[config.mk]
export PLATFORM = sky130hd
export DESIGN_NAME = alu_arb
export DESIGN_NICKNAME = d
export VERILOG_FILES = /design/src/rtl/alu_arb.sv
export SDC_FILE = /design/constraint.sdc
export NUM_CORES = 1
export LEC_CHECK = 0
export BUFFER_PORTS_ARGS = -buffer_cell sky130_fd_sc_hd__buf_2
export CORE_ASPECT_RATIO = 1.2
export CORE_MARGIN = 2
export CORE_UTILIZATION = 40
export DETAILED_ROUTE_END_ITERATION = 12
export GPL_ROUTABILITY_DRIVEN = 0
export PLACE_DENSITY = 0.74
export RECOVER_POWER = 50
export SETUP_SLACK_MARGIN = 0.3
export SLEW_MARGIN = 20
export SYNTH_ARGS = -nofsm -noshare
export SYNTH_HDL_FRONTEND = slang
export SYNTH_SLANG_ARGS = --single-unit
[constraint.sdc]
create_clock -name clk -period 1.3 [get_ports clk]
set_input_delay 0.065 -clock clk [delete_from_list [all_inputs] [get_ports clk]]
set_output_delay 0.065 -clock clk [all_outputs]
set_load 0.03 [all_outputs]
[src/rtl/alu_arb.sv]
// Two-port arbiter in front of a shared combinational ALU.
// Each operation takes one EXEC cycle and one DONE cycle, and the two
// ports take turns when both are asking.
`timescale 1ns/1ps

module alu_arb (
    input  logic        clk,
    input  logic        rst,
    input  logic        req0,
    input  logic        req1,
    input  logic [31:0] a0,
    input  logic [31:0] b0,
    input  logic [31:0] a1,
    input  logic [31:0] b1,
    input  logic [4:0]  op0,
    input  logic [4:0]  op1,
    output logic [31:0] alu_a,
    output logic [31:0] alu_b,
    output logic [4:0]  alu_op,
    input  logic [31:0] alu_out,
    output logic        gnt0,
    output logic        gnt1,
    output logic        done0,
    output logic        done1,
    output logic [31:0] result,
    output logic        bad_op,
    output logic        busy
);

    localparam int unsigned DATA_W = 32;
    localparam int unsigned OP_W   = 5;

    localparam logic [OP_W-1:0] OP_NOP = 5'h00;
    localparam logic [OP_W-1:0] OP_MAX = 5'h06;

    typedef enum logic [1:0] {
        IDLE = 2'd0,
        EXEC = 2'd1,
        DONE = 2'd2
    } state_t;

    state_t state;
    state_t state_nxt;

    // last is 1 when port 1 won the most recent arbitration
    logic              last;
    logic              last_nxt;
    logic              port;
    logic              port_nxt;
    logic              bad;
    logic              bad_nxt;
    logic              sel;
    logic [OP_W-1:0]   sel_op;

    logic [DATA_W-1:0] alu_a_nxt;
    logic [DATA_W-1:0] alu_b_nxt;
    logic [OP_W-1:0]   alu_op_nxt;
    logic [DATA_W-1:0] result_nxt;
    logic              gnt0_nxt;
    logic              gnt1_nxt;
    logic              done0_nxt;
    logic              done1_nxt;
    logic              bad_op_nxt;
    logic              busy_nxt;

    // State and registered outputs; reset wins over everything else
    always_ff @(posedge clk) begin
        if (rst) begin
            state  <= IDLE;
            last   <= 1'b1;
            port   <= 1'b0;
            bad    <= 1'b0;
            alu_a  <= '0;
            alu_b  <= '0;
            alu_op <= OP_NOP;
            result <= '0;
            gnt0   <= 1'b0;
            gnt1   <= 1'b0;
            done0  <= 1'b0;
            done1  <= 1'b0;
            bad_op <= 1'b0;
            busy   <= 1'b0;
        end else begin
            state  <= state_nxt;
            last   <= last_nxt;
            port   <= port_nxt;
            bad    <= bad_nxt;
            alu_a  <= alu_a_nxt;
            alu_b  <= alu_b_nxt;
            alu_op <= alu_op_nxt;
            result <= result_nxt;
            gnt0   <= gnt0_nxt;
            gnt1   <= gnt1_nxt;
            done0  <= done0_nxt;
            done1  <= done1_nxt;
            bad_op <= bad_op_nxt;
            busy   <= busy_nxt;
        end
    end

    // Arbitration, next state and next output values
    always_comb begin
        state_nxt  = state;
        last_nxt   = last;
        port_nxt   = port;
        bad_nxt    = bad;
        sel        = 1'b0;
        sel_op     = op0;
        alu_a_nxt  = alu_a;
        alu_b_nxt  = alu_b;
        alu_op_nxt = alu_op;
        result_nxt = result;
        gnt0_nxt   = 1'b0;
        gnt1_nxt   = 1'b0;
        done0_nxt  = 1'b0;
        done1_nxt  = 1'b0;
        bad_op_nxt = 1'b0;

        case (state)
            IDLE: begin
                if (req0 || req1) begin
                    sel        = (req0 && req1) ? ~last : req1;
                    sel_op     = sel ? op1 : op0;
                    state_nxt  = EXEC;
                    last_nxt   = sel;
                    port_nxt   = sel;
                    bad_nxt    = (sel_op > OP_MAX);
                    alu_a_nxt  = sel ? a1 : a0;
                    alu_b_nxt  = sel ? b1 : b0;
                    alu_op_nxt = (sel_op > OP_MAX) ? OP_NOP : sel_op;
                    gnt0_nxt   = ~sel;
                    gnt1_nxt   = sel;
                end
            end
            EXEC: begin
                state_nxt  = DONE;
                result_nxt = (bad || (alu_op == OP_NOP)) ? DATA_W'(0) : alu_out;
                done0_nxt  = ~port;
                done1_nxt  = port;
                bad_op_nxt = bad;
            end
            DONE: begin
                state_nxt = IDLE;
            end
            default: begin
                state_nxt = IDLE;
            end
        endcase

        busy_nxt = (state_nxt != IDLE);
    end

endmodule
After elaboration in Yosys (flattened, before gate mapping). Index checks and enable logic that the tools add are counted.

Bits in registers: 112. Output and inout port bits: 107.

Magnitude comparators: 1. Eq/ne operators: 1. Mux-type cells: 8. Bitwise logic cells: 6. Reductions and logical operators: 9.

Operators by type and width (count): 2-to-1 mux 32 bit (3); 2-to-1 mux 5 bit (2); NOT 1 bit (6); > comparator 5 x 3 -> 1 bit, second input constant (1); zero test 5 bit (1); case mux 2 bit (2 select lines) (1); OR reduction 3 bit (1); equality test 2 x 1 -> 1 bit, second input constant (1); zero test 2 bit (1); logical OR 1 bit (2); 2-to-1 mux 2 bit (1); AND reduction 2 bit (1); nonzero test 2 bit (1); OR reduction 2 bit (1); logical AND 1 bit (1); 2-to-1 mux 1 bit (1).

Depth between registers and ports, before layout. Gate-level depths: netlist of run 1.

Depth in word-level cells: 5. Depth in mapped cells: 6. Gate-level depth less buffers: 3.

Worst setup path after synthesis of run 1. Ideal clock, no wire load.

Path type: register -> register. Start: register alu_op[4]. End: register result[2]. Setup time: 132 ps. Arrival time: 1455 ps. Required time: 1168 ps. Path slack: -288 ps. Cell stages (with the launch flop): 6. Path through: dfxtp_1 > or4_4 > buf_6 > buf_8 > o2111ai_1 > a21oi_1.

Word-level cells in the longest chain between the ends: 3.

Ends and longest elaborated chain: start: declaration (RTL line 19) `output logic [4:0] alu_op,`; start signal: assignment (RTL line 90) `alu_op <= alu_op_nxt;`; zero test 5 bit (RTL line 137) `result_nxt = (bad || (alu_op == OP_NOP)) ? DATA_W'(0) : alu_out;`; logical OR 1 bit (RTL line 137); 2-to-1 mux 32 bit (RTL line 137); end signal: assignment (RTL line 91) `result <= result_nxt;`; end: declaration (RTL line 25) `output logic [31:0] result,`.

Every way passes these cells. A chain may end at the register's enable or synchronous reset.

Worst setup path in the final report of run 1.
Start: register alu_op[4]. End: register result[22].

The elaborated chain is that of the path after synthesis.

==> results of run 1 <==
==> cell families after synthesis <==
logic type	after synthesis	synth area share, %
AOI/OAI and AO/OA	207	27.8
DFF	112	46.0
muxes	67	13.8
buffers and inverters	63	6.73
and+or+nand+nor	59	5.68
==> Yosys cell counts, types with 2 or more instances <==
cell type | number | area [sq um]
or2_1 | 2 | 12.5
dfxtp_1 | 112 | 2240
nand4_1 | 2 | 12.5
nand2_1 | 33 | 124
mux2i_1 | 67 | 671
o2111ai_1 | 32 | 280
buf_8 | 3 | 45.0
buf_4 | 7 | 52.6
nand4b_1 | 2 | 17.5
nor2_1 | 6 | 22.5
buf_2 | 19 | 95.1
a311oi_1 | 2 | 17.5
clkbuf_1 | 30 | 113
nand3_1 | 2 | 10.0
and3_1 | 4 | 25.0
a21boi_0 | 3 | 22.5
a211oi_1 | 64 | 480
nor3_1 | 3 | 15.0
a21oi_1 | 99 | 495
==> state kept, by name, summed over array words and instances, names as in the netlist <==
register	count
alu_a	32
alu_b	32
alu_op	5
bad	1
bad_op	1
busy	1
done0	1
done1	1
gnt0	1
gnt1	1
last	1
port	1
result	32
state	2
==> power breakdown <==
group / leakage (nW) / total (W) / internal, W / switching, W
Combinational: 2.74 / 0.00407 / 0.00189 / 0.00218
Clock: 0.160 / 0.00301 / 0.00169 / 0.00132
Sequential: 0.927 / 0.00392 / 0.00373 / 0.000196
Total: 3.83 / 0.0110 / 0.00730 / 0.00370
==> per-layer routing <==
layer | track usage [%] | wire (microns) | up-vias
li1 | - | - | 2602
met4 | 14.4 | 850 | 0
met5 | 0 | 0 | -
met1 | 34.8 | 8050 | 2814
met3 | 5.49 | 1450 | 72
met2 | 53.6 | 11300 | 359
==> critical path: cells and delay by family, from the launching register on <==
family,cells,cell delay (ns)
and+or+nand+nor,1,0.65
AOI/OAI and AO/OA,2,0.38
DFF,1,0.37
==> layout by cell type (no fill, tap or decap), drive strengths merged <==
master	n
nand4	2
a311oi	2
and3	5
bufinv	1
clkbuf	35
nand2	33
nand4b	2
a211o	1
a211oi	64
o2111ai	32
or4	4
o21ai	1
or2	2
buf	337
o41ai	1
nand3	2
mux2i	67
clkinv	3
a21oi	99
dfxtp	112
a21boi	4
nor2	7
o21a	1
inv	2
nor3	3
dlygate4sd3	16
o311a	1
o211ai	1
nand2b	1
nor2b	1
==> area by class of cell <==
cell class,count,area share [%]
multi-input combinational,336,34.5
clock buffer,12,2.96
tap,161,2.23
clock inverter,4,0.651
inverter,2,0.0831
sequential,112,25.1
timing repair buffer,376,34.5
==> metrics by stage <==
step                      util [%]  hold slack, ns  cell area [sq um]  cells
after floorplan                  -           0.238               5150    508
after global placement        55.4           0.356               6640    909
after detailed placement      55.4           0.368               6640    909
after CTS                     69.1       0.0000605               8290    985
after global routing          75.3         -0.0184               9030   1003
final                         75.3        -0.00639               9030   1003
==> what timing repair did <==
action                                 4_1_cts  5_1_grt
setup endpoints to repair                  110      145
pin swaps                                   34       37
setup buffers                               30        4
hold buffers                                 5       11
gates resized for setup                     96      132
endpoints found under the hold margin        5       11
gates cloned                                25        3
==> path summary, 6_finish.rpt <==
kind | to | startpoint | depth (start not counted)
setup / recovery | result[22] | alu_op[4] | 3
hold / removal | result[16] | alu_out[16] | 3
setup reg to reg | result[22] | alu_op[4] | 3
hold reg to reg | result[15] | result[15] | 2
==> results.py, run 1 <==
metrics = {
    "status": {
        "outcome": "finished, violations left",
        "violations": "negative hold slack, negative setup slack",
    },
    "floorplanning": {
        "start_util_pct": 40.6,
        "dieArea_sq_mm": 0.0131,
        "dieHeight_microns": 125,
        "core_area_sq_mm": 0.0120,
        "die_w_microns": 105,
        "rows": 44,
        "io_pins": 281,
    },
    "timing": {
        "fin_worst_skew_ns": 0.00959,
        "tightest_slew_ns": 0.475,
        "fin_crit_sh_pct": 118,
        "setup_viol": 102,
        "hold_slack_ns": -0.00639,
        "slew_violations": 0,
        "rsz0062_at_grt": "yes",
        "fin_tns_setup_ns": -11.03,
        "hold_violations": 1,
        "setup_ws_ns": -0.233,
        "timing.slew.headroom_pct": 68.3,
        "fin_crit_ns": 1.53,
        "fmax_mhz": 652,
    },
    "synthesis": {
        "synth-async-reset-ratio_pct": 0,
        "synth_flop_cell": "dfxtp_1",
        "ys_seq_area_share_pct": 46.0,
        "syn-num-nets": 682,
        "synth_warnings": 0,
        "syn_area_per_cell_sq_um": 9.59,
        "synth_area_sq_mm": 0.00487,
        "synth_edf_count": 0,
        "yosys_register_bits": 112,
        "syn_inst": 508,
        "synth_cell_types": 35,
    },
    "global_routing": {
        "grt_max_degree": 40,
        "grt-ovfl-total": 0,
        "grt_antenna_before_repair": 0,
        "grt_pass1_vias": 5692,
        "grt_pass1_wl_microns": 31200,
        "grt_usage_pct": 30.2,
    },
    "cts": {
        "clock_sinks": 112,
        "cts_buffers": 9,
        "clk_pin_slew_ns": 0.07,
        "clock_path_buffers": 2,
        "cts-root-buf": "clkbuf_16",
        "cts_max_level": 3,
        "cts_tree": "done",
        "clk_latency_ns": 0.35,
    },
    "worst_setup_path": {
        "end_kind": "flip-flop",
        "startpoint_type": "flip-flop",
        "critical_path_class": "flip-flop to flip-flop",
        "regToRegSetupSlack_ns": -0.23,
        "worstPathMaxFanout": 8,
        "crit_arrival_ns": 1.75,
        "slowest_delay_ns": 0.65,
        "crit_slowest_cell": "or4_4",
        "path_cells": "or4_4, o2111ai_1, a21oi_1",
        "cp.required_ns": 1.52,
    },
    "power_and_ir_drop": {
        "p_total_w": 0.0110,
        "ir_drop_v": 0.000873,
        "power_density_mw_per_mm2": 1220,
        "p_leak_nw": 3.83,
    },
    "routing": {
        "wl_microns": 21600,
        "drtAntennaViolNets": 0,
        "wl_per_cell_microns": 21.5,
        "dr.pass1.iters": 5,
        "drt-initial-drc-count": 402,
        "drt-vias-per-instance": 5.83,
        "num_vias": 5847,
        "drc_errors": 0,
    },
    "hold_path": {
        "hp-class": "primary input to flip-flop",
    },
    "final_layout": {
        "diodes": 0,
        "finalNetCount": 1011,
        "multi_input_area_sq_mm": 0.00312,
        "n_fill_cell": 804,
        "synthToLayoutAreaGrowth_pct": 85.4,
        "seq_area_sq_mm": 0.00227,
        "layout-drive-gt1-share_pct": 62.4,
    },
    "flow_run": {
        "maxCapViolCount": 0,
    },
    "place": {
        "dp_hpwl_microns": 11300,
        "dp_slack_ns": -0.268,
        "io_buffers": 280,
    },
}
No activity file was read; power rests on OpenSTA's default activity.
==> run 2, diff against run 1 <==
--- a/config.mk
+++ b/config.mk
@@ -6,12 +6,11 @@
 export NUM_CORES = 1
 export LEC_CHECK = 0
 export BUFFER_PORTS_ARGS = -buffer_cell sky130_fd_sc_hd__buf_2
-export CORE_ASPECT_RATIO = 1.2
 export CORE_MARGIN = 2
-export CORE_UTILIZATION = 40
+export CORE_UTILIZATION = 44
 export DETAILED_ROUTE_END_ITERATION = 12
 export GPL_ROUTABILITY_DRIVEN = 0
-export PLACE_DENSITY = 0.74
+export PLACE_DENSITY = 0.77
 export RECOVER_POWER = 50
 export SETUP_SLACK_MARGIN = 0.3
 export SLEW_MARGIN = 20
==> constraint.sdc (replaced) <==
create_clock -name clk -period 1.59 [get_ports clk]
set_input_delay 0.0795 -clock clk [delete_from_list [all_inputs] [get_ports clk]]
set_output_delay 0.0795 -clock clk [all_outputs]
set_load 0.03 [all_outputs]
==> run 2 against run 1 <==
  * The flow now finishes without violations
  * Combinational power decreased by 34%
  * Sequential share of layout area grew 3.3 points
  * Utilization is 2.0 points lower
  * Non-clock buffer count fell by 10
  * Register-to-register slack better by 0.27 ns
  * Die area down 8.8%
  * Via count shrank 2.5%
  * Critical path type unchanged
  * Wire length decreased by 7.7%
  * Clock power shrank 47%
  * Final cell count decreased by 3.0%
  * Critical path depth increased by 4
==> results.py, run 2 (synthesis results as in run 1) <==
metrics = {
    "status": {
        "outcome": "finished clean",
    },
    "worst_setup_path": {
        "crit_slowest_cell": "dfxtp_2",
        "startpoint_type": "flip-flop",
        "slowest_delay_ns": 0.35,
        "crit_arrival_ns": 1.81,
        "worstPathMaxFanout": 5,
        "cp.depth": 7,
        "end_kind": "flip-flop",
        "cp.required_ns": 1.84,
        "path_cells": "a21boi_4, buf_6, buf_8, buf_12, buf_16, mux2i_1, a211oi_1",
        "crit_family": "buffers and inverters",
        "critPathBufInv": 4,
        "reg2regPathDepth": 7,
        "critical_path_class": "flip-flop to flip-flop",
    },
    "flow_run": {
        "maxCapViolCount": 0,
    },
    "cts": {
        "cts-root-buf": "clkbuf_8",
        "clock_sinks": 112,
        "cts_buffers": 9,
        "cts_max_level": 3,
        "clk_pin_slew_ns": 0.11,
        "clk_latency_ns": 0.36,
        "clock_path_buffers": 2,
        "cts_tree": "done",
    },
    "routing": {
        "num_vias": 5699,
        "drt-vias-per-instance": 5.86,
        "wl_microns": 19900,
        "drtAntennaViolNets": 0,
        "drt-initial-drc-count": 570,
        "wl_per_cell_microns": 20.5,
        "drc_errors": 0,
        "dr.pass1.iters": 5,
    },
    "timing": {
        "tightest_slew_ns": 0.530,
        "hold_violations": 0,
        "fin_crit_sh_pct": 97.9,
        "slew_violations": 0,
        "timing.slew.headroom_pct": 64.7,
        "setup_viol": 0,
        "fin_tns_setup_ns": 0,
        "rsz0062_at_grt": "yes",
        "fin_crit_ns": 1.56,
        "fmax_mhz": 642,
        "fin_worst_skew_ns": 0.0137,
    },
    "power_and_ir_drop": {
        "ir_drop_v": 0.000507,
        "clockPowerShare_pct": 21.5,
        "combinationalPowerShare_pct": 35.8,
        "seqPwrFrac_pct": 42.8,
        "power_density_mw_per_mm2": 941,
        "p_sw_share_pct": 36.0,
        "p_leak_nw": 3.14,
        "netSwitchingPower_w": 0.00269,
        "p_int_w": 0.00478,
    },
    "floorplanning": {
        "io_pins": 281,
        "dieHeight_microns": 109,
        "core_area_sq_mm": 0.0108,
        "rows": 38,
        "start_util_pct": 44.9,
        "die_w_microns": 109,
        "dieArea_sq_mm": 0.0119,
    },
    "global_routing": {
        "grt_pass1_wl_microns": 25900,
        "grt_pass1_vias": 5224,
        "grt_antenna_before_repair": 2,
        "grt_max_degree": 50,
        "grt_usage_pct": 27.9,
        "grt-ovfl-total": 0,
    },
    "final_layout": {
        "mostFrequentLayoutCell": "buf_2",
        "finalNetCount": 1001,
        "largestRegisters": "alu_a: 32 flops, alu_b: 32 flops, result: 32 flops",
        "fin_util_pct": 73.3,
        "layout_common_cells": "174 x buf_2, 106 x dfxtp_1, 104 x clkbuf_1, 98 x a21oi_1, 51 x a211oi_1",
        "synthToLayoutAreaGrowth_pct": 63.1,
        "layout-drive-gt1-share_pct": 39.0,
    },
    "hold_path": {
        "hp-class": "primary input to flip-flop",
        "hold_depth": 3,
    },
    "place": {
        "dp_hpwl_microns": 10500,
        "io_buffers": 280,
    },
}
run 2: final timing paths:
check | startpoint | end | slack, ns
min reg2reg | result[3] | result[3] | 0.46
min | alu_out[4] | result[4] | 0.03
max reg2reg | last | alu_b[16] | 0.03
max | last | alu_b[16] | 0.03
run 2: layout make-up:
cell class / count / area [sq um]
clock buffers: 10 / 138
clock inverters: 5 / 41.3
flip-flops and latches: 112 / 2260
multi-input cells: 336 / 2740
well taps: 140 / 175
fillers: 801 / 2890
inverters: 2 / 7.51
diodes: 2 / 5.00
repair buffers: 366 / 2580
run 2: through the flow:
step	std cells	setup WS, ns	total power (W)	hold slack [ns]	cell area [sq um]
6_report	973	0.0332	0.00748	0.0313	7950
5_1_grt	973	0.0251	0.00776	0.0297	7950
4_1_cts	956	0.141	0.00720	0.000562	7490
3_5_place_dp	881	0.0167	0.00517	0.378	6360
3_3_place_gp	881	0.0701	0.00512	0.370	6360
2_1_floorplan	508	0.0689	0.00452	0.249	4880
run 2: repair_timing:
item,4_1_cts,5_1_grt
endpoints found under the hold margin,28,4
cloned,15,7
resized for setup,41,74
pin swaps,12,30
hold buffers,28,4
setup buffers,17,4
endpoints found under the setup margin,101,102
run 2: power by group through the flow:
stage | registers, W | clock network, W | logic, W
floorplan | 0.00368 | 0 | 0.000840
global placement | 0.00323 | 0 | 0.00189
detailed placement | 0.00323 | 0 | 0.00194
CTS | 0.00318 | 0.00163 | 0.00239
global route | 0.00322 | 0.00173 | 0.00281
finish | 0.00320 | 0.00160 | 0.00267
run 2: per-layer routing:
metal  vias to the layer above  track usage [%]  share of wire [%]
li1                       2583                -                  -
met1                      2706             32.2                 38
met2                       362             50.6                 52
met3                        48             6.52                8.1
met4                         0             9.22                2.3
met5                         -                0                  0
run 2: tightest hold or removal path: stages:
cell and delay, ns:
buf_2 0.10, o2111ai_1 0.10, a21oi_1 0.08
